--- src/rtl/pic_core_pkg.sv ---
// Shared encodings for the PIC16F core: Q-phase values, sequencer states, cycle length.
package pic_core_pkg;

  // Clocks per instruction cycle.
  localparam int unsigned CycleLen = 4;
  localparam int unsigned PhaseW   = $clog2(CycleLen);

  typedef enum logic [PhaseW-1:0] {
    PhQ1 = 2'd0,
    PhQ2 = 2'd1,
    PhQ3 = 2'd2,
    PhQ4 = 2'd3
  } phase_e;

  typedef enum logic [1:0] {
    StFill  = 2'd0,
    StRun   = 2'd1,
    StSleep = 2'd2
  } seq_state_e;

endpackage

--- src/rtl/pic_q_counter.sv ---
// Free-running Q1..Q4 phase counter with clock enable and hold, plus one-hot phase strobes.
module pic_q_counter
  import pic_core_pkg::*;
(
  input  logic              clk,
  input  logic              rst,
  input  logic              en,
  input  logic              hold,
  output logic [PhaseW-1:0] q,
  output logic              q1_stb,
  output logic              q2_stb,
  output logic              q3_stb,
  output logic              q4_stb
);

  logic [PhaseW-1:0] q_q;
  logic [PhaseW-1:0] q_d;
  logic              stb_gate;

  // Next phase: advance mod CycleLen only when enabled and not held.
  always_comb begin
    q_d = q_q;
    if (en && !hold) begin
      q_d = q_q + PhaseW'(1);
    end
  end

  // Phase register.
  always_ff @(posedge clk or posedge rst) begin
    if (rst) begin
      q_q <= PhaseW'(PhQ1);
    end else begin
      q_q <= q_d;
    end
  end

  assign q = q_q;

  // Strobes read low while in reset, frozen or held.
  always_comb begin
    stb_gate = en && !hold && !rst;
    q1_stb   = stb_gate && (q_q == PhQ1);
    q2_stb   = stb_gate && (q_q == PhQ2);
    q3_stb   = stb_gate && (q_q == PhQ3);
    q4_stb   = stb_gate && (q_q == PhQ4);
  end

endmodule

--- src/rtl/pic_cycle_sequencer.sv ---
// PIC16F instruction-cycle sequencer: Q-phasing, fetch/PC strobes, forced-NOP insertion, SLEEP.
module pic_cycle_sequencer
  import pic_core_pkg::*;
#(
  parameter int unsigned FILL_CYCLES = 1,
  parameter int unsigned FILL_W      = 2
) (
  input  logic       clk,
  input  logic       rst,
  input  logic       en,
  input  logic       branch_taken,
  input  logic       skip_req,
  input  logic       sleep_req,
  input  logic       wake,
  output logic [1:0] q,
  output logic       q1_stb,
  output logic       q2_stb,
  output logic       q3_stb,
  output logic       q4_stb,
  output logic       instr_rd_en,
  output logic       incr_pc_en,
  output logic       pc_load_en,
  output logic       exec_valid,
  output logic       sleeping
);

  localparam logic [FILL_W-1:0] FillLast = FILL_W'(FILL_CYCLES - 1);

  seq_state_e        state_q, state_d;
  logic              exec_valid_q, exec_valid_d;
  logic [FILL_W-1:0] fill_cnt_q, fill_cnt_d;
  logic              q4_edge;
  logic              load_now;

  assign sleeping   = (state_q == StSleep);
  assign exec_valid = exec_valid_q;

  pic_q_counter u_q_counter (
    .clk    (clk),
    .rst    (rst),
    .en     (en),
    .hold   (sleeping),
    .q      (q),
    .q1_stb (q1_stb),
    .q2_stb (q2_stb),
    .q3_stb (q3_stb),
    .q4_stb (q4_stb)
  );

  // Next-state: exec qualification is decided only on the Q4 edge; wake may come at any edge.
  always_comb begin
    state_d      = state_q;
    exec_valid_d = exec_valid_q;
    fill_cnt_d   = fill_cnt_q;
    q4_edge      = en && (q == PhQ4) && (state_q != StSleep);
    unique case (state_q)
      StFill: begin
        if (q4_edge) begin
          if (fill_cnt_q == FillLast) begin
            state_d      = StRun;
            exec_valid_d = 1'b1;
          end else begin
            fill_cnt_d   = fill_cnt_q + FILL_W'(1);
            exec_valid_d = 1'b0;
          end
        end
      end
      StRun: begin
        if (q4_edge) begin
          // A forced NOP never branches, skips or sleeps; branch > skip > sleep.
          if (exec_valid_q && branch_taken) begin
            exec_valid_d = 1'b0;
          end else if (exec_valid_q && skip_req) begin
            exec_valid_d = 1'b0;
          end else if (exec_valid_q && sleep_req) begin
            state_d      = StSleep;
            exec_valid_d = 1'b0;
          end else begin
            exec_valid_d = 1'b1;
          end
        end
      end
      StSleep: begin
        // The word prefetched before SLEEP executes on wake.
        if (en && wake) begin
          state_d      = StRun;
          exec_valid_d = 1'b1;
        end
      end
      default: begin
        state_d      = StFill;
        exec_valid_d = 1'b0;
      end
    endcase
  end

  // Sequencer state registers.
  always_ff @(posedge clk or posedge rst) begin
    if (rst) begin
      state_q      <= StFill;
      exec_valid_q <= 1'b0;
      fill_cnt_q   <= '0;
    end else begin
      state_q      <= state_d;
      exec_valid_q <= exec_valid_d;
      fill_cnt_q   <= fill_cnt_d;
    end
  end

  // Fetch/PC strobes: every Q4 outside SLEEP fetches at the pre-update PC.
  always_comb begin
    instr_rd_en = 1'b0;
    incr_pc_en  = 1'b0;
    pc_load_en  = 1'b0;
    load_now    = exec_valid_q && branch_taken && (state_q == StRun);
    if (q4_edge && !rst) begin
      instr_rd_en = 1'b1;
      pc_load_en  = load_now;
      incr_pc_en  = !load_now;
    end
  end

endmodule

--- config.mk ---
export PLATFORM = sky130hd
export DESIGN_NAME = pic_cycle_sequencer
export DESIGN_NICKNAME = d
export VERILOG_FILES = /design/src/rtl/pic_core_pkg.sv /design/src/rtl/pic_q_counter.sv /design/src/rtl/pic_cycle_sequencer.sv
export SDC_FILE = /design/constraint.sdc
export NUM_CORES = 1
export LEC_CHECK = 0
export ABC_AREA = 0
export ABC_CLOCK_PERIOD_IN_PS = 3860
export CORE_AREA = 3 3 40 42
export CTS_CLUSTER_DIAMETER = 100
export DETAILED_ROUTE_END_ITERATION = 16
export DIE_AREA = 0 0 43 45
export GPL_ROUTABILITY_DRIVEN = 0
export PLACE_DENSITY = 0.7
export SYNTH_ARGS = -nofsm -noshare
export SYNTH_HDL_FRONTEND = slang
export SYNTH_SLANG_ARGS = --single-unit
--- constraint.sdc ---
create_clock -name clk -period 3.86 [get_ports clk]
set_input_delay 0.386 -clock clk [delete_from_list [all_inputs] [get_ports clk]]
set_output_delay 0.386 -clock clk [all_outputs]
set_load 0.01 [all_outputs]
# After elaboration in Yosys (flattened, before gate mapping)
# Index checks and enable logic that the tools add are counted.
# totals
regBits	7
input_bits	7
output_inout_bits	11
wordCells	62
# op_classes
n_addsub	2
n_eq_ne	13
n_mux	19
bitwise	1
n_reduce_logical	23
# ops
op	count
2-bit inequality test (second input constant)	8
1-bit logical AND	14
2-bit 2-to-1 mux	7
1-bit 2-to-1 mux	10
7-bit AND reduction	1
2-bit equality test (second input constant)	3
2-bit logical NOT	3
2-bit case mux with 3 select lines	1
3-bit AND reduction	2
2-bit by 1-bit adder with 2-bit output (second input constant)	2
2-bit by 1-bit equality test with 1-bit output (second input constant)	2
1-bit logical NOT	3
1-bit case mux with 3 select lines	1
1-bit inverter	1

# Logic depth before layout (Yosys ltp)
# Gate-level depths: netlist (run 1).
# logic_depth
word_depth	6
ltp_mapped	5
depth_no_buf	5

# Cells and area by module
# From an unflattened synthesis (run 1), not the netlist that was laid out.
# unflattened
cells_unflattened	51
area_unflattened_um2	505.5
# modules_own_cells
mod	n_inst	cells_per_inst	area_each_um2	seq_area_each_um2
pic_cycle_sequencer	1	34	324.1	125.1
pic_q_counter	1	17	181.4	50.0

# Worst setup path after synthesis (run 1)
# OpenSTA, ideal clock, no wires.
# synth_timing
kind	flip-flop to output port
from	register u_q_counter.q_q[0], in the netlist u_q_counter.q[0]
to	output pc_load_en
arrival_time_ps	1300
required_ps	3474
slack_ps	2174
path_stages_with_launch	5
n_path_buf	0
cell_sequence	dfrtp_1 ha_1 nand2_2 nor3_2 and4_1
# synth_via
elab_chain_len	5
# synth_rtl
item	line_no	source
from (decl)	pic_q_counter.sv:16	logic [PhaseW-1:0] q_q;
from (signal assigned)	pic_q_counter.sv:31	q_q <= PhaseW'(PhQ1);
from (signal assigned)	pic_q_counter.sv:33	q_q <= q_d;
2-bit equality test	pic_cycle_sequencer.sv:55	q4_edge = en && (q == PhQ4) && (state_q != StSleep);
1-bit logical AND (2 in series)	pic_cycle_sequencer.sv:55	
1-bit logical AND	pic_cycle_sequencer.sv:116	if (q4_edge && !rst) begin
1-bit 2-to-1 mux	pic_cycle_sequencer.sv:116	
to (decl)	pic_cycle_sequencer.sv:22	output logic pc_load_en,
# No other way between the ends.

# Final worst setup path (run 1)
# layout_timing
from	input en
to	output pc_load_en
# layout_via
elab_chain_len	4
# layout_rtl
item	line_no	source
from (decl)	pic_cycle_sequencer.sv:10	input logic en,
1-bit logical AND (2 in series)	pic_cycle_sequencer.sv:55	
1-bit logical AND	pic_cycle_sequencer.sv:116	
1-bit 2-to-1 mux	pic_cycle_sequencer.sv:116	
# No other way between the ends.

==> qor.csv, run 1 <==
stage,metric,value,unit
synth,count of different cell masters after synthesis,28,
synth,Syn Area/Cell,10.7,um2
floorplan,Die ar.,1940,um2
setup_path,Critical Path AT,2.16,ns
setup_path,startpoint types,input pin,
synth,"top cells by area, synth","dfrtp_1 (34%), ha_1 (12%), mux2_4 (5.8%), nor4_4 (4.1%), and3_1 (3.6%)",
sta,Least-Margin Pin Slew,0.469,ns
sta,fmax,392,MHz
floorplan,number of cell rows,13,
hold_path,Worst Hold Class,register to register,
finish,final core utilization,55.9,%
clocking,Hold Buf Count CTS,0,
floorplan,number of placed I/O pins,18,
synth,syn nets,60,
power_and_ir_drop,Flop pwr share,33.5,%
power_and_ir_drop,P_sw,0.160,mW
sta,fin crit period,2.55,ns
route,post-route DRC violation count,0,
finish,nets,81,
power_and_ir_drop,Leak,0.321,nW
finish,share of cells above drive strength 1,14.7,%
finish,Post-Layout Cell Count,83,
power_and_ir_drop,Tot Pwr,0.429,mW
placement,Placed Cells,79,
synth,"area leader, netlist",dfrtp_1,
synth,Post-Syn Area,514,um2
clocking,postcts setup bufs,0,
synth,Synth Instances,48,
power_and_ir_drop,Clk pwr share,15.4,%
grt,grt total ovfl,0,
sta,Final Max Slew Viols,0,
setup_path,worst endpoint required time,3.47,ns
grt,total track usage,12.8,%
floorplan,CORE AREA,1280,um2
finish,"leading cell types in the layout, fill and taps excluded","clkdlybuf4s50_1 (17), dfrtp_1 (7), inv_1 (5), ha_1 (5)",
finish,"most common cell after layout, fill and taps aside",clkdlybuf4s50_1,
run,max_cap viols,0,
placement,HPWL after detailed placement,849,um
outcome,outcome,finished clean,
sta,Tcrit/Tclk final,66.1,%
floorplan,die height,45,um
power_and_ir_drop,worst vdd ir,0.000270,V
sta,RSZ-0062 raised after global routing,no,
clocking,cts repair resizes,0,
placement,port bufs,17,
synth,"FF+latch count, synth",7,
clocking,clock tree from TritonCTS,done,
synth,share of the synthesized area in the top cell type,34.1,%
route,DR iter-0 viols,4,
sta,Setup Total Neg Slack,0,ns
clocking,clk buf depth,2,
sta,final hold violations,0,
grt,largest net degree at the start of global routing,8,
finish,diode count,0,
finish,# fillers,109,
power_and_ir_drop,Combinational Power Share,51.1,%
setup_path,Worst setup EP type,output port,
route,DR vias,416,
setup_path,worst-path fanout max,7,
grt,initial antenna violation count,0,
clocking,H-tree depth,1,
route,first drt pass iteration count,4,
clocking,CTS sink cnt,7,
finish,fin area,718,um2
clocking,clock slew at reported path FFs,0.05,ns
sta,endpoints failing setup,0,
sta,Final WS setup,1.31,ns
power_and_ir_drop,cell-internal power,0.269,mW
grt,number of global-route vias before repair,413,
floorplan,Die X,43,um
route,routed len/inst,13.0,um
grt,first-pass GRT wire length,1770,um
placement,DP Area,692,um2
sta,Fin Hold WS,0.482,ns
power_and_ir_drop,sw frac,37.4,%
setup_path,critical path class,input pin to output port,
synth,sequential area share after synthesis,34.1,%
finish,Area Overhead vs Synth,39.7,%
clocking,CTS Buf Count,3,
route,Avg Vias per Cell,5.01,
floorplan,Starting Density,40.0,%
sta,slew margin rel.,68.7,%
sta,Worst Clk Skew,0.00456,ns
clocking,"Clk Latency, worst-skew pair",0.25,ns
power_and_ir_drop,Pwr Density,598,nW/um2
route,drt total wl,1080,um
route,Final ANT Viol Nets,0,
placement,pre-CTS setup slack,1.35,ns
clocking,Root Driver,clkbuf_4,
synth,Synth Warn #,0,
## path summary, 6_finish.rpt
path,start,to,slack (ns),cells after the start
max in group asynchronous,rst,fill_cnt_q[1]$_DFFE_PP0P_,3.16,2
worst max register to register,state_q[1]$_DFFE_PP0P_,u_q_counter.q[1]$_DFFE_PP0N_,2.29,3
min in group asynchronous,rst,exec_valid$_DFFE_PP0P_,0.50,2
worst min register to register,fill_cnt_q[1]$_DFFE_PP0P_,fill_cnt_q[1]$_DFFE_PP0P_,0.48,1
worst max-delay path,en,pc_load_en,1.31,5
worst min-delay path,fill_cnt_q[1]$_DFFE_PP0P_,fill_cnt_q[1]$_DFFE_PP0P_,0.48,1
## area by class of cell
cell class / instances / area, um2 / share of cell area [%]
clock buffer: 4 / 26.3 / 3.66
inverter: 5 / 18.8 / 2.61
multi-input combinational: 35 / 309 / 43.0
timing repair buffer: 17 / 170 / 23.7
sequential: 7 / 175 / 24.4
tap: 15 / 18.8 / 2.61
## state kept, by name, summed over array words and instances (netlist names)
| register | count |
|---|---|
| fill_cnt_q | 2 |
| state_q | 2 |
| u_q_counter.q | 2 |
| exec_valid | 1 |
## cell families after synthesis
kind of cell	count (synthesis)	share of synthesized area [%]
flip-flops	7	34.1
AO/OA/AOI/OAI	8	11.0
AND/OR/NAND/NOR	17	25.5
XOR/XNOR	2	3.41
buffers and inverters	6	5.84
adder cells (fa/ha/maj)	5	12.2
multiplexers	3	8.03
## worst max-delay path, stage by stage
cell and delay, ns:
clkdlybuf4s50_1 0.63, nand2_2 0.16, nor3_2 0.24, and4_1 0.22
clkdlybuf4s50_1 0.53
## synth_stat cells
cell	n
nor2b_1	1
and4_1	1
a21oi_1	1
o21a_1	1
mux2_1	1
o22ai_1	1
and2b_1	1
dfrtp_1	7
a21o_1	1
nand2_2	1
o21bai_1	1
xnor2_1	2
buf_6	1
ha_1	5
nor4_4	1
inv_1	5
nor4_2	1
nand2_1	3
nand2b_4	1
nor2_1	1
nor3_1	1
o21ai_0	1
nand2b_1	1
o31a_1	1
and3_1	3
mux2_4	2
a22o_1	1
nor3_2	1
## metal layers
metal / track usage [%] / vias to the layer above / routed length [um]
met1: 15.8 / 195 / 503
met2: 19.2 / 16 / 495
li1: - / 205 / -
met3: 7.57 / 0 / 82
met4: 3.61 / 0 / 0
met5: 0 / - / 0
## power groups by stage
stage	clock network (mW)	logic (mW)	registers, mW
floorplan	0	0.129	0.144
global placement	0	0.218	0.145
detailed placement	0	0.219	0.145
CTS	0.0675	0.223	0.145
global route	0.0737	0.241	0.151
finish	0.0660	0.219	0.144
Note: power is estimated with default switching activity, not from simulation.
==> run 2: changes to the inputs <==
- ABC_CLOCK_PERIOD_IN_PS: 3860 -> 2500
- clock period: 3.86 -> 2.5 ns (I/O delays scaled with it)
==> run 2 against run 1 <==
Cell count is 1.2% higher. Critical path depth stayed put. Global-route usage is 1.3 points lower. Die area stayed put. Sequential power is 53% higher. Clock power is 55% higher. Total power is 53% higher. Count of clock-buffer cells in the layout stayed put. Wire length is 6.8% lower. Critical endpoint unchanged. Highest routed layer is now met4.
==> qor.csv, run 2 (synthesis gave the netlist of run 1 again) <==
stage,metric,value,unit,change
outcome,outcome,finished clean,,
placement,HPWL after detailed placement,810,um,-4.7%
sta,Final Max Slew Viols,0,,unchanged
power_and_ir_drop,Leak,0.326,nW,+1.5%
sta,RSZ-0062 raised after global routing,no,,
route,DR vias,405,,-2.6%
sta,Worst Clk Skew,0.00311,ns,-0.00145 ns
clocking,H-tree depth,1,,unchanged
grt,initial antenna violation count,0,,unchanged
power_and_ir_drop,Pwr Density,908,nW/um2,+52%
sta,Tcrit/Tclk final,90.8,%,
setup_path,Worst setup EP type,output port,,
setup_path,Critical-path top delay cell,clkdlybuf4s50_1,,
sta,Setup Total Neg Slack,0,ns,unchanged
grt,first-pass GRT wire length,1570,um,-11%
finish,diode count,0,,unchanged
finish,"leading cell types in the layout, fill and taps excluded","clkdlybuf4s50_1 (17), dfrtp_1 (7), inv_1 (5), ha_1 (5)",,
finish,"most common cell after layout, fill and taps aside",clkdlybuf4s50_1,,
finish,# fillers,114,,+4.6%
route,DR iter-0 viols,11,,+7
route,Final ANT Viol Nets,0,,unchanged
placement,port bufs,17,,unchanged
route,Avg Vias per Cell,4.82,,-3.8%
setup_path,worst-path fanout max,5,,-2
clocking,"Clk Latency, worst-skew pair",0.25,ns,about the same
setup_path,worst endpoint required time,2.25,ns,-1.22 ns
setup_path,Critical Path AT,2.02,ns,-0.14 ns
clocking,postcts setup bufs,0,,unchanged
floorplan,Starting Density,40.0,%,unchanged
setup_path,startpoint types,register,,
clocking,clock slew at reported path FFs,0.05,ns,about the same
floorplan,number of placed I/O pins,18,,unchanged
sta,final hold violations,0,,unchanged
hold_path,Worst Hold Class,input pin to async pin,,
setup_path,worst-path cell chain,ha_1 -> nand2_2 -> nor3_2 -> and4_1 -> clkdlybuf4s50_1,,
sta,fmax,440,MHz,
route,routed len/inst,12.0,um,-8.0%
finish,nets,82,,+1.2%
clocking,CTS Buf Count,3,,unchanged
finish,Area Overhead vs Synth,41.1,%,
grt,grt total ovfl,0,,unchanged
clocking,CTS sink cnt,7,,unchanged
setup_path,critical path class,register to output port,,
floorplan,CORE AREA,1280,um2,unchanged
floorplan,number of cell rows,13,,unchanged
floorplan,Die X,43,um,unchanged
route,drt total wl,1010,um,-6.8%
sta,slew margin rel.,68.7,%,about the same
sta,endpoints failing setup,0,,unchanged
sta,fin crit period,2.27,ns,
clocking,cts repair resizes,0,,unchanged
sta,Fin Hold WS,0.340,ns,-0.142 ns
clocking,Hold Buf Count CTS,0,,unchanged
route,post-route DRC violation count,0,,unchanged
route,first drt pass iteration count,2,,-2
setup_path,max incr delay on CP,0.54,ns,-0.09 ns
grt,number of global-route vias before repair,370,,-10%
floorplan,Die ar.,1940,um2,unchanged
finish,share of cells above drive strength 1,15.9,%,+1.2 points
clocking,Root Driver,clkbuf_4,,
run,max_cap viols,0,,unchanged
clocking,clock tree from TritonCTS,done,,
grt,largest net degree at the start of global routing,8,,unchanged
power_and_ir_drop,worst vdd ir,0.000599,V,+120%
clocking,clk buf depth,2,,unchanged
grt,total track usage,11.6,%,-1.3 points
sta,Least-Margin Pin Slew,0.469,ns,+0.000157 ns
floorplan,die height,45,um,unchanged
-- run 2: changes by cell type in the layout (fill, tap and decap cells not counted) --
| cell | previous run | this run |
|---|---|---|
| buf_4 | 0 | 1 |
-- run 2: worst max-delay path: cells and delay by family (launching register included) --
family / cells / cell delay (ns)
flip-flops: 1 / 0.45
adder cells (fa/ha/maj): 1 / 0.22
AND/OR/NAND/NOR: 3 / 0.56
buffers and inverters: 1 / 0.54
-- run 2: power breakdown --
part	leakage [nW]	switching (mW)	internal, mW	total (mW)
Clock	0.0150	0.0408	0.0608	0.102
Combinational	0.227	0.147	0.190	0.337
Sequential	0.0833	0.0567	0.163	0.220
-- run 2: routing by layer --
metal	global-route usage, %	vias to the layer above	part of all wire, %
met4	5.42	0	1.4
li1	-	210	-
met5	0	-	0
met2	16.8	14	41
met3	6.77	2	7.3
met1	13.8	179	50
-- run 2: area by class of cell --
type / instances / area (um2) / share of cell area (%)
well taps: 15 / 18.8 / 2.59
inverters: 5 / 18.8 / 2.59
clock buffers: 4 / 26.3 / 3.62
multi-input cells: 35 / 309 / 42.6
repair buffers: 18 / 178 / 24.5
flip-flops and latches: 7 / 175 / 24.1
-- run 2: worst paths after layout --
kind / startpoint / end / slack (ns) / cells after the start
setup reg to reg: state_q[1]$_DFFE_PP0P_ / exec_valid$_DFFE_PP0P_ / 0.95 / 3
min in group clk: fill_cnt_q[1]$_DFFE_PP0P_ / fill_cnt_q[1]$_DFFE_PP0P_ / 0.48 / 1
hold reg to reg: fill_cnt_q[1]$_DFFE_PP0P_ / fill_cnt_q[1]$_DFFE_PP0P_ / 0.48 / 1
hold / removal: rst / state_q[1]$_DFFE_PP0P_ / 0.34 / 2
setup / recovery: u_q_counter.q[0]$_DFFE_PP0N_ / pc_load_en / 0.23 / 5
max in group asynchronous: rst / exec_valid$_DFFE_PP0P_ / 1.94 / 2
-- run 2: stage by stage --
step / cells / area, um2 / util (%) / setup WS (ns) / total power [mW]
2_1_floorplan: 48 / 514 / - / 0.950 / 0.421
3_3_place_gp: 80 / 699 / 54.4 / 0.435 / 0.560
3_5_place_dp: 80 / 699 / 54.4 / 0.422 / 0.561
4_1_cts: 84 / 726 / 56.5 / 0.215 / 0.670
5_1_grt: 84 / 726 / 56.5 / 0.101 / 0.714
6_report: 84 / 726 / 56.5 / 0.229 / 0.659
